**src/rtl/slot_pkg.sv**
```systemverilog
// Shared types and sizes for the slot machine blocks (controller, rng, display).
package slot_pkg;

    localparam int unsigned DIGIT_W   = 4;
    localparam int unsigned NUM_REELS = 3;
    localparam int unsigned IDX_W     = 2;

    typedef enum logic [2:0] {
        IDLE,
        WAIT,
        STROBE,
        CAPTURE,
        SCORE
    } state_e;

    typedef logic [DIGIT_W-1:0] digit_t;

endpackage

```
**src/rtl/slot_spin_ctrl_rise_detect.sv**
```systemverilog
// Rising-edge detector: registers the level input and flags its 0->1 transition.
module rise_detect (
    input  logic clk,
    input  logic rst,
    input  logic d_i,
    output logic pulse_c_o
);

    logic d_q;

    always_ff @(posedge clk) begin
        if (rst) begin
            d_q <= 1'b0;
        end else begin
            d_q <= d_i;
        end
    end

    assign pulse_c_o = d_i & ~d_q;

endmodule

```
**src/rtl/slot_spin_ctrl.sv**
```systemverilog
// Slot machine game controller: button press -> three rng strobes -> reel capture,
// scoring and a saturating credit balance.
module slot_spin_ctrl
    import slot_pkg::*;
#(
    parameter int unsigned CRED_W        = 8,
    parameter int unsigned START_CREDITS = 10,
    parameter int unsigned BET           = 1,
    parameter int unsigned PAY2          = 2,
    parameter int unsigned PAY3          = 10,
    parameter int unsigned SETTLE_CYCLES = 4
) (
    input  logic               clk,
    input  logic               rst,
    input  logic               btn_i,
    input  logic [DIGIT_W-1:0] digit_i,
    output logic               spin_o,
    output logic [DIGIT_W-1:0] reel0_o,
    output logic [DIGIT_W-1:0] reel1_o,
    output logic [DIGIT_W-1:0] reel2_o,
    output logic [CRED_W-1:0]  credits_o,
    output logic               busy_o,
    output logic               win_o,
    output logic               no_funds_o
);

    localparam int unsigned CNT_W = (SETTLE_CYCLES > 1) ? $clog2(SETTLE_CYCLES) : 1;
    // Sum is wide enough that credits + payout can never wrap before saturation.
    localparam int unsigned SUM_W = ((CRED_W > 32) ? CRED_W : 32) + 1;
    localparam logic [CNT_W-1:0]  CNT_LOAD  = CNT_W'(SETTLE_CYCLES - 1);
    localparam logic [CRED_W-1:0] CRED_MAX  = '1;
    localparam logic [CRED_W-1:0] CRED_BET  = CRED_W'(BET);
    localparam logic [CRED_W-1:0] CRED_INIT = CRED_W'(START_CREDITS);
    localparam logic [IDX_W-1:0]  LAST_IDX  = IDX_W'(NUM_REELS - 1);

    state_e                            state_q, state_d;
    logic [CNT_W-1:0]                  cnt_q, cnt_d;
    logic [IDX_W-1:0]                  idx_q, idx_d;
    logic [NUM_REELS-1:0][DIGIT_W-1:0] reels_q, reels_d;
    logic [CRED_W-1:0]                 credits_q, credits_d;
    logic                              spin_q, spin_d;
    logic                              busy_q, busy_d;
    logic                              win_q, win_d;
    logic                              no_funds_q, no_funds_d;

    logic                              press_c;
    logic [SUM_W-1:0]                  pay_c;
    logic [SUM_W-1:0]                  sum_c;

    rise_detect u_rise_detect (
        .clk       (clk),
        .rst       (rst),
        .d_i       (btn_i),
        .pulse_c_o (press_c)
    );

    // Payout for the current reel contents; only consumed in SCORE.
    always_comb begin
        pay_c = '0;
        if ((reels_q[0] == reels_q[1]) && (reels_q[1] == reels_q[2])) begin
            pay_c = SUM_W'(PAY3);
        end else if ((reels_q[0] == reels_q[1]) || (reels_q[1] == reels_q[2]) ||
                     (reels_q[0] == reels_q[2])) begin
            pay_c = SUM_W'(PAY2);
        end
        sum_c = SUM_W'(credits_q) + pay_c;
    end

    always_comb begin
        state_d    = state_q;
        cnt_d      = cnt_q;
        idx_d      = idx_q;
        reels_d    = reels_q;
        credits_d  = credits_q;
        win_d      = 1'b0;
        no_funds_d = 1'b0;

        case (state_q)
            IDLE: begin
                if (press_c) begin
                    if (credits_q >= CRED_BET) begin
                        credits_d = credits_q - CRED_BET;
                        idx_d     = '0;
                        cnt_d     = CNT_LOAD;
                        state_d   = WAIT;
                    end else begin
                        no_funds_d = 1'b1;
                    end
                end
            end
            WAIT: begin
                if (cnt_q == '0) begin
                    state_d = STROBE;
                end else begin
                    cnt_d = cnt_q - 1'b1;
                end
            end
            STROBE: begin
                state_d = CAPTURE;
            end
            CAPTURE: begin
                reels_d[idx_q] = digit_i;
                if (idx_q == LAST_IDX) begin
                    state_d = SCORE;
                end else begin
                    idx_d   = idx_q + 1'b1;
                    cnt_d   = CNT_LOAD;
                    state_d = WAIT;
                end
            end
            SCORE: begin
                if (pay_c != '0) begin
                    win_d     = 1'b1;
                    credits_d = (sum_c > SUM_W'(CRED_MAX)) ? CRED_MAX : CRED_W'(sum_c);
                end
                state_d = IDLE;
            end
            default: begin
                state_d = IDLE;
            end
        endcase

        // Registered outputs reflect the state being entered.
        spin_d = (state_d == STROBE);
        busy_d = (state_d != IDLE);
    end

    always_ff @(posedge clk) begin
        if (rst) begin
            state_q    <= IDLE;
            cnt_q      <= '0;
            idx_q      <= '0;
            reels_q    <= '0;
            credits_q  <= CRED_INIT;
            spin_q     <= 1'b0;
            busy_q     <= 1'b0;
            win_q      <= 1'b0;
            no_funds_q <= 1'b0;
        end else begin
            state_q    <= state_d;
            cnt_q      <= cnt_d;
            idx_q      <= idx_d;
            reels_q    <= reels_d;
            credits_q  <= credits_d;
            spin_q     <= spin_d;
            busy_q     <= busy_d;
            win_q      <= win_d;
            no_funds_q <= no_funds_d;
        end
    end

    assign spin_o     = spin_q;
    assign reel0_o    = reels_q[0];
    assign reel1_o    = reels_q[1];
    assign reel2_o    = reels_q[2];
    assign credits_o  = credits_q;
    assign busy_o     = busy_q;
    assign win_o      = win_q;
    assign no_funds_o = no_funds_q;

endmodule

```
**config.mk**
```make
export PLATFORM = sky130hd
export DESIGN_NAME = slot_spin_ctrl
export DESIGN_NICKNAME = d
export VERILOG_FILES = /design/src/rtl/slot_pkg.sv /design/src/rtl/slot_spin_ctrl_rise_detect.sv /design/src/rtl/slot_spin_ctrl.sv
export SDC_FILE = /design/constraint.sdc
export NUM_CORES = 1
export LEC_CHECK = 0
export ABC_AREA = 1
export CORE_ASPECT_RATIO = 2
export CORE_UTILIZATION = 43
export CTS_BUF_LIST = sky130_fd_sc_hd__clkbuf_8 sky130_fd_sc_hd__clkbuf_16
export CTS_CLUSTER_SIZE = 16
export DETAILED_ROUTE_END_ITERATION = 16
export PLACE_DENSITY = 0.66
export SLEW_MARGIN = 5
export SYNTH_ARGS = -nofsm -noshare
export SYNTH_HDL_FRONTEND = slang
export SYNTH_HIERARCHICAL = 1
export SYNTH_SLANG_ARGS = --single-unit
export TNS_END_PERCENT = 20
```
**constraint.sdc**
```tcl
create_clock -name clk -period 2.6 [get_ports clk]
set_input_delay 0.52 -clock clk [delete_from_list [all_inputs] [get_ports clk]]
set_output_delay 0.52 -clock clk [all_outputs]
set_load 0.01 [all_outputs]
```
Yosys cells after proc, flatten, opt, wreduce, memory -nomap -nowiden
Cells that the tools add are included.
{"block": "totals", "register_bits": 32, "in_bits": 7, "output_inout_bits": 24}
{"block": "classes", "addsub": 4, "n_lt_le_gt_ge": 4, "eq_ne": 14, "muxes": 26, "bitwise_logic": 5, "n_reduce_logical": 16}
{"cell": "8-bit by 33-bit adder with 33-bit output", "n": 1}
{"cell": "33-bit by 8-bit greater-than comparator with 1-bit output (second input constant)", "n": 1}
{"cell": "33-bit nonzero test", "n": 1}
{"cell": "8-bit two-way mux", "n": 4}
{"cell": "2-bit two-way mux", "n": 8}
{"cell": "8-bit case mux with 2 select lines", "n": 1}
{"cell": "12-bit bitwise mux", "n": 1}
{"cell": "4-bit == test", "n": 3}
{"cell": "3-bit two-way mux", "n": 4}
{"cell": "3-bit case mux with 4 select lines", "n": 1}
{"cell": "2-bit != test (second input constant)", "n": 5}
{"cell": "3-bit by 2-bit == test with 1-bit output (second input constant)", "n": 3}
{"cell": "4-bit demux with 2-bit select", "n": 1}
{"cell": "8-bit by 1-bit >= comparator with 1-bit output (second input constant)", "n": 1}
{"cell": "4-bit two-way mux", "n": 2}
{"cell": "4-bit AND reduction", "n": 2}
{"cell": "8-bit by 1-bit subtractor with 8-bit output (second input constant)", "n": 1}
{"cell": "2-bit case mux with 3 select lines", "n": 1}
{"cell": "3-bit nonzero test", "n": 2}
{"cell": "5-bit AND reduction", "n": 1}
{"cell": "1-bit NOT", "n": 4}
{"cell": "2-bit case mux with 2 select lines", "n": 1}
{"cell": "2-bit nonzero test", "n": 2}
{"cell": "3-bit by 1-bit == test with 1-bit output (second input constant)", "n": 1}
{"cell": "other kinds (14)", "n": 17}

Logic depth before layout (Yosys ltp)
Gate-level depths: netlist of run 1.
{"block": "logic_depth", "word_depth": 10, "mapped_depth": 17, "ltp_nobuf": 17}

By module
The synthesis of run 1 kept the hierarchy.
{"module": "slot_spin_ctrl", "instances": 1, "cells_each": 293, "area_per_inst_um2": 1915.6}
{"module": "rise_detect", "instances": 1, "cells_each": 4, "area_per_inst_um2": 31.3}

Worst setup path before layout of run 1
No wires, ideal clock.
{"block": "synth_timing", "path_type": "flip-flop to flip-flop", "start": "register reels_q, in the netlist reel0_o[1]", "end": "register credits_q[7] (netlist: credits_o[7])", "arrival_ns": 1.831, "t_required_ns": 2.465, "setup_slack_ns": 0.633, "path_stages_with_launch": 18, "period_less_slack_ns": 1.967, "path_cell_list": "dfxtp_1 -> inv_1 -> nand2_1 -> nand2_1 -> nor2_1 -> nand2_1 -> nand3_1 -> ha_1 -> ha_1 -> nand3_1 -> nand2_1 -> nand3_1 -> nor2_1 -> nand2_1 -> nand2_1 -> nand2_1 -> nand2_1 -> a21oi_1"}
{"block": "synth_via", "elab_chain_len": 10, "word_cells_on_any_way": 15, "classes_between": "add/sub (1); order compare (1); eq/ne (3); mux (5); reduce/logical (5)"}
{"element": "from (decl)", "line": "slot_spin_ctrl.sv:39", "text": "logic [NUM_REELS-1:0][DIGIT_W-1:0] reels_q, reels_d;"}
{"element": "from (signal assigned)", "line": "slot_spin_ctrl.sv:143", "text": "reels_q <= reels_d;"}
{"element": "4-bit == test", "line": "slot_spin_ctrl.sv:60, slot_spin_ctrl.sv:62"}
{"element": "1-bit logical OR (2 in a row)", "line": "slot_spin_ctrl.sv:62", "text": "end else if ((reels_q[0] == reels_q[1]) || (reels_q[1] == reels_q[2]) ||"}
{"element": "2-bit two-way mux", "line": "slot_spin_ctrl.sv:62"}
{"element": "4-bit two-way mux *", "line": "slot_spin_ctrl.sv:60", "text": "if ((reels_q[0] == reels_q[1]) && (reels_q[1] == reels_q[2])) begin"}
{"element": "8-bit by 33-bit adder with 33-bit output", "line": "slot_spin_ctrl.sv:66", "text": "sum_c = SUM_W'(credits_q) + pay_c;"}
{"element": "33-bit by 8-bit greater-than comparator with 1-bit output", "line": "slot_spin_ctrl.sv:114", "text": "credits_d = (sum_c > SUM_W'(CRED_MAX)) ? CRED_MAX : CRED_W'(sum_c);"}
{"element": "8-bit two-way mux", "line": "slot_spin_ctrl.sv:114"}
{"element": "8-bit two-way mux", "line": "slot_spin_ctrl.sv:112", "text": "if (pay_c != '0) begin"}
{"element": "8-bit case mux with 2 select lines", "line": "slot_spin_ctrl.sv:78", "text": "case (state_q)"}
{"element": "to (signal assigned)", "line": "slot_spin_ctrl.sv:144", "text": "credits_q <= credits_d;"}
{"element": "to (decl)", "line": "slot_spin_ctrl.sv:40", "text": "logic [CRED_W-1:0] credits_q, credits_d;"}
Mark *: on every way between the ends. The rest lies on a longest branch, timed or not. The select of a mux whose other input is x is not followed.
A chain may end at the register's enable or synchronous reset.

Final worst setup path of run 1
{"block": "layout_timing", "start": "register reels_q, in the netlist reel0_o[1]", "end": "register credits_q[0] (netlist: credits_o[0])"}
The elaborated chain is that of the path after synthesis.

==> results of run 1 <==
## Yosys cell counts
master	n
a21oi_1	22
a21oi_2	4
buf_6	1
clkbuf_1	3
dfxtp_1	32
ha_1	9
inv_1	38
inv_2	3
inv_4	1
nand2_1	88
nand2_2	2
nand2_4	3
nand3_1	27
nand3_4	1
nand3b_1	1
nand4_1	3
nor2_1	24
nor2_2	1
nor2_4	1
nor3_1	2
nor3_2	1
nor3_4	1
nor4_1	2
o211ai_1	1
o21ai_0	20
o21ai_1	1
o21ai_2	1
or2_2	1
xnor2_1	1
xor2_1	2
## power by group through the flow
stage                     registers, uW  logic, uW  clock network [uW]
after CTS                           578        407                 541
final                               578        402                 528
after floorplan                     590        280                   0
after detailed placement            589        404                   0
after global placement              589        397                   0
after global routing                584        460                 559
## critical path, delay by kind of cell (launching register included)
kind	cells	cell delay, ps
AND/OR/NAND/NOR	13	1350
flip-flops	1	400
buffers and inverters	2	160
adder cells (fa/ha/maj)	1	200
## sequential cells by signal, indices dropped and copies added (netlist names)
| signal | flops |
|---|---|
| reel2_o | 4 |
| u_rise_detect/d_q | 1 |
| credits_o | 8 |
| win_o | 1 |
| cnt_q | 2 |
| idx_q | 2 |
| state_q | 3 |
| reel0_o | 4 |
| busy_o | 1 |
| reel1_o | 4 |
| no_funds_o | 1 |
| spin_o | 1 |
## stage by stage
stage / power (uW) / setup slack [ps]
2_1_floorplan: 869.5 / 633.4
3_3_place_gp: 985.9 / 385.1
3_5_place_dp: 993.2 / 388.3
4_1_cts: 1526 / 359.3
5_1_grt: 1602 / 114.6
6_report: 1508 / 375.4
## final timing paths
| kind | endpoint | start | slack [ps] |
|---|---|---|---|
| worst max-delay path | credits_o[0] | reel0_o[1] | 380 |
| worst min-delay path | cnt_q[1] | cnt_q[1] | 470 |
| worst max register to register | credits_o[0] | reel0_o[1] | 380 |
| worst min register to register | cnt_q[1] | cnt_q[1] | 470 |
## cell families after synthesis
family                     Yosys count  share of synthesized area [%]
DFF                                 32                          32.90
AOI/OAI and AO/OA                   49                          13.69
buffers and inverters               46                          9.383
adders and majority gates            9                          5.784
xor gates and xnor gates             3                          1.350
and+or+nand+nor                    158                          36.89
## per-layer routing
metal,share of wire (%),vias up,wire length [um]
met2,58,39,2822
met3,2.5,14,120
met4,3.5,0,171
met5,0,-,0
li1,-,1021,-
met1,36,917,1757
## final cells by class
| cell class | instances | area [um2] | share of cell area [%] |
|---|---|---|---|
| multi-input combinational | 219 | 1124 | 46.17 |
| sequential | 32 | 640.6 | 26.32 |
| timing repair buffer | 32 | 315.3 | 12.96 |
| inverter | 42 | 160.2 | 6.581 |
| clock buffer | 7 | 96.34 | 3.959 |
| tap | 54 | 67.56 | 2.776 |
| clock inverter | 1 | 30.03 | 1.234 |
==> results by group, run 1 <==
Clocking
  – CTS tree: done
  – Clk slew on worst S/H paths: roughly 70 ps
  – Max Root-Sink Buffers: 2
  – # resized after CTS: 0
  – Clk_lat worst skew: 280 ps
  – Hold-fix buffer count after cts: 0
  – Clk root buf: clkbuf_8
  – Num CTS Buffers: 5
  – Setup bufs post-CTS: 0
  – H-tree Lvls: 2
  – Clk sinks: 32

Final layout
  – Area growth syn-to-layout: 25.00%
  – Fill cells: 457
  – Ratio of cells with drive above 1 in the final layout: 9.009%
  – Ant. Diodes: 0
  – Util after Layout: 56.08%
  – Nets: 348
  – Final instance area: 2434 um2
  – Most common cell after layout, fill and taps aside: nand2_1
  – Finished Layout Cells: 387
  – Most frequent cells in the layout: nand2_1, inv_1, dfxtp_1

Power
  – Worst VDD drop: roughly 0.00037 V
  – Leak Pwr: 0.001073 uW
  – Power Dens Cells: 619.7 nW/um2
  – Combinational power share: 26.7%
  – Switching Fraction: 30.79%
  – Clock share of power: a little over a third
  – Reg power frac: 38.3%
  – P_sw: 464.4 uW
  – Internal: 1044 uW

Floorplanning
  – Rows: 34
  – DIE AREA: 4817 um2
  – Initial Util: 44.87%
  – # IOs: 31
  – Die width: just under 50 um
  – Core area: 4339 um2
  – Height of the die: 97.16 um

Min path
  – Hold depth: 2
  – Worst hold-check path type: reg2reg

Detailed routing
  – Routed WL: 4.870 mm
  – DRC viols: 0
  – Wirelength per Cell: 12.58 um
  – Detailed Routing Iterations Pass 1: 4
  – DRT iter0 DRCs: 28
  – Via density per instance: between 5 and 6
  – DR vias: 1991
  – Routed Antenna Nets: 0

Setup path
  – Max stage delay on crit path: 400 ps
  – Worst Reg-to-Reg Cells: 16
  – Worst path required time: 2780 ps
  – WP data arrival: 2400 ps
  – Critical path class: reg2reg
  – Crit end category: register
  – CP startpoint kind: register
  – CP max-delay cell: dfxtp_1
  – Cells along the critical path: inv_1 > nand2_1 > nand2_1 > nor2_1 > nand2_1 > nand3_1 > ha_1 > nand3_1 > nand2_1 > nand3_1 > nand2_1 > inv_1 > nor2_2 > nand3b_1 > nand2_1 > nor2_1
  – CP most frequent cell: nand2_1
  – Crit Path Max Fanout: 5

STA
  – Final setup fails: 0
  – Rel. slew slack: 61.91%
  – Period utilization: 85.56%
  – Highest Clock Rate: between 400 and 500 MHz
  – RSZ-0062 raised after global routing: false
  – Final hold vios: 0
  – Max Clock Skew: 5.508 ps
  – TNS Setup: 0 ps
  – Final Slew Violations: 0
  – Final hold slack: 469.2 ps
  – Fin crit period: ~2200 ps
  – Measured slew at the worst slew-check pin: 570.7 ps

Synthesis
  – Synth warnings: 6
  – Register area share after synthesis: 32.90%
  – Synthesized area per cell: 6.555 um2
  – Area share of the largest cell type after synthesis: 32.90%
  – Synth Net Count: 313
  – Mapped cell area: slightly below 2000 um2
  – Yosys top cell by area: dfxtp_1
  – Syn Inst Count: 297
  – Synth area leaders: dfxtp_1, nand2_1, inv_1
  – Synthesized flop and latch total: 32
  – Netlist cell types: 30

Global routing
  – Total GRT Usage: 22.60%
  – Initial antenna violation count: 0
  – GR Layer Usage met2: 44.28%
  – GR Util met3: 4.069%
  – Routing usage on met1: 20.62%
  – Largest net degree at the start of global routing: 21
  – Vias in the first global route: 1892
  – First-pass GRT wire length: roughly 8.3 mm
  – GRT overflow: 0
  – GRT Max-Usage Layer: met2

Placed design
  – Placed instance area: around 2300 um2
  – HPWL after DPL: 3.863 mm
  – GPL Wtd Cong: 0.9047
  – Placed Cells: 379
  – IO Port Bufs: 30

Outcome
  – Status: finished clean

Job
  – Max_cap viols: 0
(Power assumes the default switching activity.)
==> inputs of run 2 (changes only) <==
--- a/config.mk
+++ b/config.mk
@@ -6,6 +6,7 @@
 export NUM_CORES = 1
 export LEC_CHECK = 0
 export ABC_AREA = 1
+export ABC_CLOCK_PERIOD_IN_PS = 2600
 export CORE_ASPECT_RATIO = 2
 export CORE_UTILIZATION = 43
 export CTS_BUF_LIST = sky130_fd_sc_hd__clkbuf_8 sky130_fd_sc_hd__clkbuf_16
==> results of run 2 <==
Final layout, timing and power as in run 1 (identical DEF).
